--- src/rtl/tnn_pkg.sv ---
// Shared types for the ternary neuron accumulator: activation encoding, FSM states, count width.
package tnn_pkg;

  localparam int POPCNT_W = 5;

  typedef enum logic [1:0] {
    ACT_ZERO = 2'b00,
    ACT_POS  = 2'b01,
    ACT_NEG  = 2'b11
  } tern_t;

  typedef enum logic [1:0] {
    S_IDLE   = 2'b00,
    S_ACC    = 2'b01,
    S_RESULT = 2'b10
  } state_t;

endpackage

--- src/rtl/ternary_act.sv ---
// Combinational threshold compare mapping a signed frame sum to a ternary activation.
module ternary_act
  import tnn_pkg::*;
#(
  parameter int ACC_W  = 8,
  parameter int THR_HI = 4,
  parameter int THR_LO = -4
) (
  input  logic [ACC_W-1:0] acc_i,
  output tern_t            act_o
);

  localparam logic signed [ACC_W-1:0] HI_L = ACC_W'(THR_HI);
  localparam logic signed [ACC_W-1:0] LO_L = ACC_W'(THR_LO);

  // Upper threshold takes priority; THR_LO < THR_HI keeps the two ranges disjoint.
  always_comb begin
    act_o = ACT_ZERO;
    if ($signed(acc_i) >= HI_L) begin
      act_o = ACT_POS;
    end else if ($signed(acc_i) <= LO_L) begin
      act_o = ACT_NEG;
    end else begin
      act_o = ACT_ZERO;
    end
  end

endmodule

--- src/rtl/ternary_neuron_accum.sv ---
// Frame accumulator of (pos_cnt - neg_cnt) with one ternary activation per frame.
// Optional feature: define TNA_SAT_EN for a saturating accumulator instead of two's-complement wrap.
module ternary_neuron_accum
  import tnn_pkg::*;
#(
  parameter int NUM_BEATS = 4,
  parameter int ACC_W     = 8,
  parameter int THR_HI    = 4,
  parameter int THR_LO    = -4
) (
  input  logic                clk_i,
  input  logic                rst_ni,
  input  logic                in_valid_i,
  output logic                in_ready_o,
  input  logic [POPCNT_W-1:0] pos_cnt_i,
  input  logic [POPCNT_W-1:0] neg_cnt_i,
  input  logic                in_last_i,
  output logic                out_valid_o,
  input  logic                out_ready_i,
  output logic [1:0]          out_act_o,
  output logic [ACC_W-1:0]    out_acc_o,
  output logic                frame_err_o
);

  localparam int CNT_W = $clog2(NUM_BEATS + 1);
  localparam logic [CNT_W-1:0] LAST_CNT = CNT_W'(NUM_BEATS - 1);
`ifdef TNA_SAT_EN
  localparam logic signed [ACC_W:0] SAT_MAX = (ACC_W+1)'((1 << (ACC_W - 1)) - 1);
  localparam logic signed [ACC_W:0] SAT_MIN = (ACC_W+1)'(-((1 << (ACC_W - 1)) - 1));
`endif

  state_t             state_q, state_d;
  logic [ACC_W-1:0]   acc_q, acc_d;
  logic [CNT_W-1:0]   beat_cnt_q, beat_cnt_d;
  logic               in_ready_q, in_ready_d;
  logic               out_valid_q, out_valid_d;
  tern_t              out_act_q, out_act_d;
  logic [ACC_W-1:0]   out_acc_q, out_acc_d;
  logic               frame_err_q, frame_err_d;

  logic signed [POPCNT_W:0] diff_s;
  logic [ACC_W-1:0]         delta_s;
  logic [ACC_W-1:0]         base_s;
  logic signed [ACC_W:0]    wide_s;
  logic [ACC_W-1:0]         sum_s;
  tern_t                    sum_act_s;
  logic                     accept_s;
  logic                     close_s;
  logic                     consume_s;

  assign accept_s  = in_valid_i & in_ready_q;
  assign close_s   = in_last_i | (beat_cnt_q == LAST_CNT);
  assign consume_s = out_valid_q & out_ready_i;

  // Candidate running sum for the beat on the inputs; one guard bit catches overflow.
  always_comb begin
    diff_s  = $signed({1'b0, pos_cnt_i}) - $signed({1'b0, neg_cnt_i});
    delta_s = {{(ACC_W - POPCNT_W - 1){diff_s[POPCNT_W]}}, diff_s};
    if (state_q == S_IDLE) begin
      base_s = '0;
    end else begin
      base_s = acc_q;
    end
    wide_s = $signed({base_s[ACC_W-1], base_s}) + $signed({delta_s[ACC_W-1], delta_s});
`ifdef TNA_SAT_EN
    if (wide_s > SAT_MAX) begin
      sum_s = SAT_MAX[ACC_W-1:0];
    end else if (wide_s < SAT_MIN) begin
      sum_s = SAT_MIN[ACC_W-1:0];
    end else begin
      sum_s = wide_s[ACC_W-1:0];
    end
`else
    sum_s = wide_s[ACC_W-1:0];
`endif
  end

  ternary_act #(
    .ACC_W  (ACC_W),
    .THR_HI (THR_HI),
    .THR_LO (THR_LO)
  ) u_act (
    .acc_i (sum_s),
    .act_o (sum_act_s)
  );

  // Next-state logic; the closing beat loads the result registers on the same edge.
  always_comb begin
    state_d     = state_q;
    acc_d       = acc_q;
    beat_cnt_d  = beat_cnt_q;
    out_valid_d = out_valid_q;
    out_act_d   = out_act_q;
    out_acc_d   = out_acc_q;
    frame_err_d = frame_err_q;
    case (state_q)
      S_IDLE, S_ACC: begin
        if (accept_s) begin
          acc_d      = sum_s;
          beat_cnt_d = beat_cnt_q + CNT_W'(1);
          if (close_s) begin
            state_d     = S_RESULT;
            out_valid_d = 1'b1;
            out_acc_d   = sum_s;
            out_act_d   = sum_act_s;
            if (!in_last_i) begin
              frame_err_d = 1'b1;
            end else begin
              frame_err_d = frame_err_q;
            end
          end else begin
            state_d = S_ACC;
          end
        end else begin
          state_d = state_q;
        end
      end
      S_RESULT: begin
        if (consume_s) begin
          out_valid_d = 1'b0;
          acc_d       = '0;
          beat_cnt_d  = '0;
          state_d     = S_IDLE;
        end else begin
          state_d = S_RESULT;
        end
      end
      default: begin
        state_d     = S_IDLE;
        acc_d       = '0;
        beat_cnt_d  = '0;
        out_valid_d = 1'b0;
      end
    endcase
    in_ready_d = (state_d != S_RESULT);
  end

  // State and output registers; in_ready stays low until the first edge after reset release.
  always_ff @(posedge clk_i or negedge rst_ni) begin
    if (!rst_ni) begin
      state_q     <= S_IDLE;
      acc_q       <= '0;
      beat_cnt_q  <= '0;
      in_ready_q  <= 1'b0;
      out_valid_q <= 1'b0;
      out_act_q   <= ACT_ZERO;
      out_acc_q   <= '0;
      frame_err_q <= 1'b0;
    end else begin
      state_q     <= state_d;
      acc_q       <= acc_d;
      beat_cnt_q  <= beat_cnt_d;
      in_ready_q  <= in_ready_d;
      out_valid_q <= out_valid_d;
      out_act_q   <= out_act_d;
      out_acc_q   <= out_acc_d;
      frame_err_q <= frame_err_d;
    end
  end

  assign in_ready_o  = in_ready_q;
  assign out_valid_o = out_valid_q;
  assign out_act_o   = out_act_q;
  assign out_acc_o   = out_acc_q;
  assign frame_err_o = frame_err_q;

endmodule

--- config.mk ---
export PLATFORM = sky130hd
export DESIGN_NAME = ternary_neuron_accum
export DESIGN_NICKNAME = d
export VERILOG_FILES = /design/src/rtl/tnn_pkg.sv /design/src/rtl/ternary_act.sv /design/src/rtl/ternary_neuron_accum.sv
export SDC_FILE = /design/constraint.sdc
export NUM_CORES = 1
export LEC_CHECK = 0
export BUFFER_PORTS_ARGS = -buffer_cell sky130_fd_sc_hd__buf_4
export CORE_ASPECT_RATIO = 0.75
export CORE_MARGIN = 3
export CORE_UTILIZATION = 30
export DETAILED_ROUTE_END_ITERATION = 16
export PLACE_DENSITY = 0.58
export RECOVER_POWER = 50
export SLEW_MARGIN = 20
export SYNTH_ARGS = -nofsm -noshare
export SYNTH_HDL_FRONTEND = slang
export SYNTH_HIERARCHICAL = 1
export SYNTH_SLANG_ARGS = --single-unit
--- constraint.sdc ---
create_clock -name clk_i -period 7 [get_ports clk_i]
set_input_delay 0.7 -clock clk_i [delete_from_list [all_inputs] [get_ports clk_i]]
set_output_delay 0.7 -clock clk_i [all_outputs]
set_load 0.02 [all_outputs]
Word level (Yosys, flattened, before mapping)
Cells that the tools add are included.

cells by class
  eq/ne operators = 7
  order comparisons = 2
  reductions and logical operators = 6
  multiplexer cells = 17
  bitwise gates (word level) = 4
  $add $sub $neg = 3

operators with widths
  cell                   count
  $mux W8                3
  $pmux W8 S2            1
  $mux W2                5
  $add A8 B6 Y8          1
  $ge A8 B4 Y1 const B   1
  $le A8 B3 Y1 const B   1
  $ne A2 B2 Y1 const B   4
  $mux W3                2
  $pmux W3 S2            1
  $reduce_and A3 Y1      2
  $sub A5 B5 Y6          1
  $pmux W2 S2            1
  $reduce_and A4 Y1      1
  $add A3 B1 Y3 const B  1
  $eq A3 B2 Y1 const B   1
  $mux W1                3
  $and A1 B1 Y1          2
  $eq A2 B1 Y1 const B   1
  $eq A2 B2 Y1 const B   1
  $logic_not A2 Y1       1
  $pmux W1 S2            1
  $reduce_and A2 Y1      1
  $reduce_or A2 Y1       1
  $not A1 Y1             1
  $or A1 B1 Y1           1

storage, ports and cells
  bits in registers = 26
  output and inout port bits = 13
  input port bits = 15
  logic and storage cells = 47

Depth between registers and ports, before layout
Gate-level depths: netlist (run 1).

  depth after elaboration = 6
  mapped depth = 17

Cells and area by module
Netlist (run 1), hierarchy kept.

modules (own cells, without submodules)
  module                area an instance (µm²)  seq. area each (µm²)  instances  cells each
  ternary_neuron_accum  1574.0                  650.6                 1          144
  ternary_act           45.0                    0.0                   1          7

Least setup slack after synthesis (run 1)
Ideal clock, no wire load.

  path kind = input to register
  from = in pos_cnt_i[0]
  to = reg out_act_q[0] (netlist: out_act_o[0])
  path slack = 3.154 ns
  stages on the path = 17
  data arrival time = 3.718 ns
  buffers on the path = 0
  cells stage by stage = inv_1 -> ha_1 -> inv_2 -> fa_1 -> a21o_1 -> a21oi_1 -> xnor2_1 -> ha_1 -> a21oi_1 -> o31ai_4 -> o31ai_4 -> xnor2_2 -> xnor2_1 -> or4_1 -> nor3_2 -> a21oi_1 -> mux2_1

between the ends
  longest elaborated chain between the ends = 5

ends and longest elaborated chain
  item                  line                         RTL
  start, declared       ternary_neuron_accum.sv:15   input logic [POPCNT_W-1:0] pos_cnt_i,
  $sub A5 B5 Y6 (*)     ternary_neuron_accum.sv:57   diff_s = $signed({1'b0, pos_cnt_i}) - $signed({1'b0, neg_cnt_i});
  $add A8 B6 Y8 (*)     ternary_neuron_accum.sv:64   wide_s = $signed({base_s[ACC_W-1], base_s}) + $signed({delta_s[ACC_W-1], delta_s});
  net wide_s[7]         ternary_neuron_accum.sv:44   logic signed [ACC_W:0] wide_s;
  $le A8 B3 Y1          ternary_act.sv:21            end else if ($signed(acc_i) <= LO_L) begin
  $mux W2               ternary_act.sv:21
  $mux W2 (*)           ternary_act.sv:19            if ($signed(acc_i) >= HI_L) begin
  net sum_act_s[0]      ternary_neuron_accum.sv:46   tern_t sum_act_s;
  end signal, assigned  ternary_neuron_accum.sv:155  out_act_q <= out_act_d;
  end, declared         ternary_neuron_accum.sv:37   tern_t out_act_q, out_act_d;

The timed path passes the listed nets; every way through them passes the cells marked *.
A chain may end at the register's enable or synchronous reset.

Worst setup path after layout (run 1)
Same ends and word-level chain as after synthesis.

==> flow_summary.ini, run 1 <==
[run_status]
outcome = completed

[clock_network]
h-tree-depth = 1
cts_buffers = 3
path_clk_slew_ns = 0.09
clock_latency_ns = 0.27
cts_max_path_buffers = 2
cts_tree = done
clk_root_buffer_cell = clkbuf_8
cts_num_sinks = 26
cts-resized-gates = 0
ctsHoldBuffers = 0
postCtsSetupRepairBufs = 0

[floorplan]
fp.dieW_microns = 90.8
ios = 28
die_area_sq_mm = 0.00632
rows = 22
initial_core_util_pct = 32.1
dieHeight_microns = 69.6
coreArea_sq_mm = 0.00504

[synthesis]
yosysMostFrequentCell = dfrtp_1
synthTopCellsByCount = dfrtp_1, ha_1, nor2_1
yosysUniqueCellTypes = 36
postSynthAreaPerCell_sq_um = 10.7
ys_warn_count = 6
synth_largest_area_cell = dfrtp_1
synthCells = 151
yosysTopAreaCellShare_pct = 40.2
synthArstFlopShare_pct = 100
yosysSeqAreaShare_pct = 40.2
synth_area_leaders = dfrtp_1, ha_1, a22o_1
synth_flop_cell = dfrtp_1
syn-cell-area_sq_mm = 0.00162
syn_nets = 182
synth_edf_count = 0
synth_seq_cells = 26

[timing]
finalCriticalPeriod_ns = 3.84
fin_tns_setup_ns = 0
slew_headroom_pct = 7.46
setup_violations = 0
final_max_slew_viol_count = 0
tightest_slew_ns = 1.39
clock_skew_ns = 0.00490
max_freq_mhz = 260
rsz0062_at_grt = no
hold_viol = 0
fin_crit_sh_pct = 54.9

[worst_setup_path]
ff2ff_path_depth = 13
cpMaxStageDelayCell = or4_1
crit_path_frequent_cell = a21oi_1
start_kind = primary input
critPathRequiredTime_ns = 7.16
max_stage_delay_ns = 0.43
crit_end = out_act_o[0]
rr_endpoint = out_act_o[0]
crit_path_end_kind = register
crit_path_cell_trace = buf_4 > inv_1 > ha_1 > inv_2 > fa_1 > a21o_1 > a21oi_1 > xnor2_1 > ha_1 > a21oi_1 > o31ai_4 > o31ai_4 > xnor2_2 > xnor2_1 > or4_1 > nor3_2 > a21oi_1 > mux2_1
reg2reg_slack_ns = 3.36
rr_startpoint = state_q[1]
worstPathArrival_ns = 4.00
crit_fanout = 4
criticalPathCategory = primary input to register
cp-startpoint = pos_cnt_i[0]

[pwr]
power_frac_comb_pct = 18.0
cellPowerDensity_mw_per_mm2 = 171
swShare_pct = 24.9
seqPwrFrac_pct = 44.8
p_sw_uw = 83.5
internal-power_uw = 251
peakVddDrop_v = 0.000113
cellLeakagePower_uw = 0.000980
clockPowerShare_pct = 37.1

[finish]
area_growth_pct = 20.7
fin_util_pct = 38.8
nets = 211
antenna_cells = 0
drive_gt1_share_pct = 22.3

[detailed_routing]
viasPerCell = 4.56
postRouteAntennaNets = 0
drtPass1Iterations = 4
drcViolationCount = 0
drt_iter0_markers = 50
wirelength_microns = 3100
routedWlPerCell_microns = 12.3
vias = 1145

[grt]
overflow = 0
grt_pass1_vias = 1132
grt_pass1_wl_microns = 5510
antenna_found_initial = 0
grt_start_max_net_pins = 27
grt_use_total_pct = 10.5

[place]
globalplace.congestion = 0.776
hpwl_microns = 2390
io_buffers = 27

[run]
drv_cap = 0

[worst_hold_path]
hp-class = register to register
logic make-up after synthesis:
group / count (synthesis) / share of synthesized area, %
buf+inv: 15 / 3.63
flops: 26 / 40.2
fa+ha+maj: 16 / 13.3
xor+xnor: 9 / 5.33
mux: 10 / 6.95
compound gates: 37 / 18.9
simple gates: 38 / 11.7
power by group through the flow:
| stage | Combinational (uW) | Clock (uW) | Sequential, uW |
|---|---|---|---|
| floorplan | 42.0 | 0 | 153 |
| detailed placement | 60.6 | 0 | 153 |
| CTS | 61.4 | 129 | 150 |
| global route | 67.7 | 136 | 150 |
| global placement | 61.2 | 0 | 153 |
| finish | 60.4 | 124 | 150 |
state kept, by name, indices dropped and copies added, names as in the netlist:
name,count
in_ready_o,1
out_act_o,2
beat_cnt_q,3
out_valid_o,1
frame_err_o,1
acc_q,8
state_q,2
out_acc_o,8
through the flow:
stage | total power [uW] | worst slack (ns) | hold WS, ns | cells | area, sq um
final | 335 | 3.16 | 0.475 | 251 | 1950
after global placement | 214 | 2.91 | 0.454 | 247 | 1900
after global routing | 353 | 2.99 | 0.508 | 251 | 1950
after detailed placement | 214 | 2.90 | 0.467 | 247 | 1900
after CTS | 341 | 3.16 | 0.322 | 251 | 1970
after floorplan | 195 | 3.15 | 0.404 | 151 | 1620
cell usage in the layout, fill, tap and decap left out, drive strengths merged, types with 2 or more instances in the layout:
cell type | Yosys | final
nor2b | 9 | 9
xor2 | 3 | 3
nand2 | 8 | 8
nor3 | 2 | 2
ha | 14 | 14
xnor2 | 6 | 6
inv | 12 | 12
o31ai | 3 | 3
a22o | 8 | 8
buf | 2 | 23
clkbuf | 1 | 7
a21o | 4 | 4
mux2 | 10 | 10
nand3 | 3 | 3
a21oi | 7 | 7
dfrtp | 26 | 26
a211oi | 3 | 3
o21ai | 8 | 8
fa | 2 | 2
nor2 | 12 | 12
layer usage:
metal	up-vias	part of all wire [%]	global-route usage (%)
li1	583	-	-
met1	539	52	15.3
met2	21	43	15.6
met3	2	4.1	2.71
met4	0	0.42	2.01
met5	-	0	0
final cells by class:
type                       instances  area (sq um)
inverter                          12          45.0
timing repair buffer              27           188
clock buffer                       3          41.3
sequential                        26           651
tap                               72          90.1
multi-input combinational        110           910
fill                             502          3080
clock inverter                     1          30.0
worst min-delay path by stage:
| stage | startpoint | to | slack [ns] | cells past startpoint |
|---|---|---|---|---|
| after floorplan | rst_ni | acc_q[0] | 0.40 | 0 |
| after global placement | frame_err_o | frame_err_o | 0.45 | 2 |
| after detailed placement | frame_err_o | frame_err_o | 0.47 | 2 |
| after CTS | rst_ni | out_act_o[1] | 0.32 | 1 |
| after global routing | frame_err_o | frame_err_o | 0.51 | 2 |
| final | frame_err_o | frame_err_o | 0.47 | 2 |
critical path: cells and delay by family:
family | cells | cell delay (ns)
AOI/OAI and AO/OA | 6 | 0.98
adders and majority gates | 3 | 0.89
and+or+nand+nor | 2 | 0.54
xor gates and xnor gates | 3 | 0.40
muxes | 1 | 0.30
buffers and inverters | 3 | 0.18
No activity file was read; power rests on OpenSTA's default activity.
==> run 2, diff against run 1 <==
Clock period 7 ns to 4 ns, I/O delays scaled along.
==> run 2 against run 1 <==
First-iteration DRC count decreased by 28%; global-route usage increased by 0.31 points; cell area increased by 0.19%; final cell count increased by 0.80%; utilization increased by 0.074 points; highest routed layer unchanged.
==> flow_summary.ini, run 2 (synthesized netlist as in run 1, its figures left out) <==
[clock_network]
clk_root_buffer_cell = clkbuf_8
postCtsSetupRepairBufs = 0
h-tree-depth = 1
path_clk_slew_ns = 0.09
clock_latency_ns = 0.27
cts_buffers = 3
cts_tree = done
ctsHoldBuffers = 0
cts_max_path_buffers = 2
cts-resized-gates = 0
cts_num_sinks = 26

[grt]
grt_pass1_wl_microns = 5580
gr-usage-met3_pct = 2.60
grt_use_met1_pct = 16.2
antenna_found_initial = 0
overflow = 0
grt_start_max_net_pins = 27
grt_most_used_layer = met1
use_met2_pct = 15.4
grt_pass1_vias = 1150
grt_use_total_pct = 10.8

[finish]
fill_cells = 510
area_growth_pct = 20.9
multi_input_area_sq_um = 910
nets = 213
drive_gt1_share_pct = 21.5
mostFrequentLayoutCell = dfrtp_1
final_area_sq_mm = 0.00196
fin_util_pct = 38.9
antenna_cells = 0
most-common-layout-cells = dfrtp_1, buf_4, ha_1
layout.area.seq_sq_um = 651

[pwr]
peakVddDrop_v = 0.000175
cellPowerDensity_mw_per_mm2 = 300
cellLeakagePower_uw = 0.000977

[floorplan]
ios = 28
die_area_sq_mm = 0.00632
coreArea_sq_mm = 0.00504
rows = 22
initial_core_util_pct = 32.1
fp.dieW_microns = 90.8
dieHeight_microns = 69.6

[detailed_routing]
wirelength_microns = 3170
viasPerCell = 4.58
drtPass1Iterations = 4
drcViolationCount = 0
postRouteAntennaNets = 0
routedWlPerCell_microns = 12.5
vias = 1160
drt_iter0_markers = 36

[worst_setup_path]
max_stage_delay_ns = 0.43
criticalPathCategory = primary input to register
crit_path_end_kind = register
crit_fanout = 4
worstPathArrival_ns = 3.73
start_kind = primary input
critPathRequiredTime_ns = 4.16
crit_path_cell_trace = buf_4 > inv_1 > ha_1 > inv_2 > fa_1 > a21o_1 > a21oi_1 > xnor2_1 > ha_1 > a21oi_1 > o31ai_4 > o31ai_4 > xnor2_2 > xnor2_1 > or4_1 > nor3_2 > a21oi_1 > mux2_1
crit_path_frequent_cell = a21oi_1
cpMaxStageDelayCell = or4_1

[timing]
worst_slack_ns = 0.433
final_max_slew_viol_count = 0
hold_ws_ns = 0.307
max_freq_mhz = 280
setup_violations = 0
tightest_slew_ns = 1.42
rsz0062_at_grt = no
finalCriticalPeriod_ns = 3.57
clock_skew_ns = 0.00163
fin_tns_setup_ns = 0
hold_viol = 0
slew_headroom_pct = 5.13
fin_crit_sh_pct = 89.2

[worst_hold_path]
hp-class = primary input to register

[run_status]
outcome = completed

[place]
place_ws_ns = 0.168
hpwl_microns = 2490
place_area_sq_mm = 0.00191
io_buffers = 27
globalplace.congestion = 0.778

[run]
drv_cap = 0
## run 2: cell types whose count changed in the layout (fill, tap and decap cells not counted), sizes merged
| cell | previous run | this run |
|---|---|---|
| clkbuf | 7 | 10 |
| buf | 23 | 22 |
## run 2: routing by layer
| metal | share of wire (%) | wire (microns) |
|---|---|---|
| met1 | 55 | 1750 |
| met2 | 41 | 1310 |
| met3 | 3.1 | 97 |
| met4 | 0.60 | 19 |
| met5 | 0 | 0 |
## run 2: per-stage QoR
step	instances	power (uW)
after floorplan	151	341
after global placement	249	377
after detailed placement	249	377
after CTS	253	599
after global routing	253	620
final	253	588
## run 2: worst paths after layout
| kind | slack (ns) | cells after the start | start | to |
|---|---|---|---|---|
| max | 0.43 | 18 | pos_cnt_i[0] | out_act_o[0] |
| min | 0.31 | 2 | in_last_i | frame_err_o |
| max reg2reg | 0.65 | 13 | state_q[1] | out_act_o[0] |
| min reg2reg | 0.47 | 2 | frame_err_o | frame_err_o |
| max in group asynchronous | 2.73 | 1 | rst_ni | acc_q[5] |
| min in group asynchronous | 0.45 | 1 | rst_ni | out_act_o[1] |
## run 2: power breakdown
part / internal, uW / total [uW] / switching (uW) / leakage, uW
Clock: 134 / 216 / 82.5 / 0.0000357
Combinational: 45.0 / 109 / 64.0 / 0.000588
Sequential: 263 / 263 / 0 / 0.000353
## run 2: layout make-up
class | count | area share [%]
Multi-Input combinational cell | 110 | 46.5
Sequential cell | 26 | 33.2
Timing Repair Buffer | 29 | 9.78
Tap cell | 72 | 4.60
Inverter | 12 | 2.30
Clock buffer | 3 | 2.11
Clock inverter | 1 | 1.53
## run 2: critical path: cells and delay by family
kind | cells | cell delay (ns)
adders and majority gates | 3 | 0.89
AOI/OAI and AO/OA | 6 | 0.99
xor gates and xnor gates | 3 | 0.41
buffers and inverters | 3 | 0.19
and+or+nand+nor | 2 | 0.55
muxes | 1 | 0.30
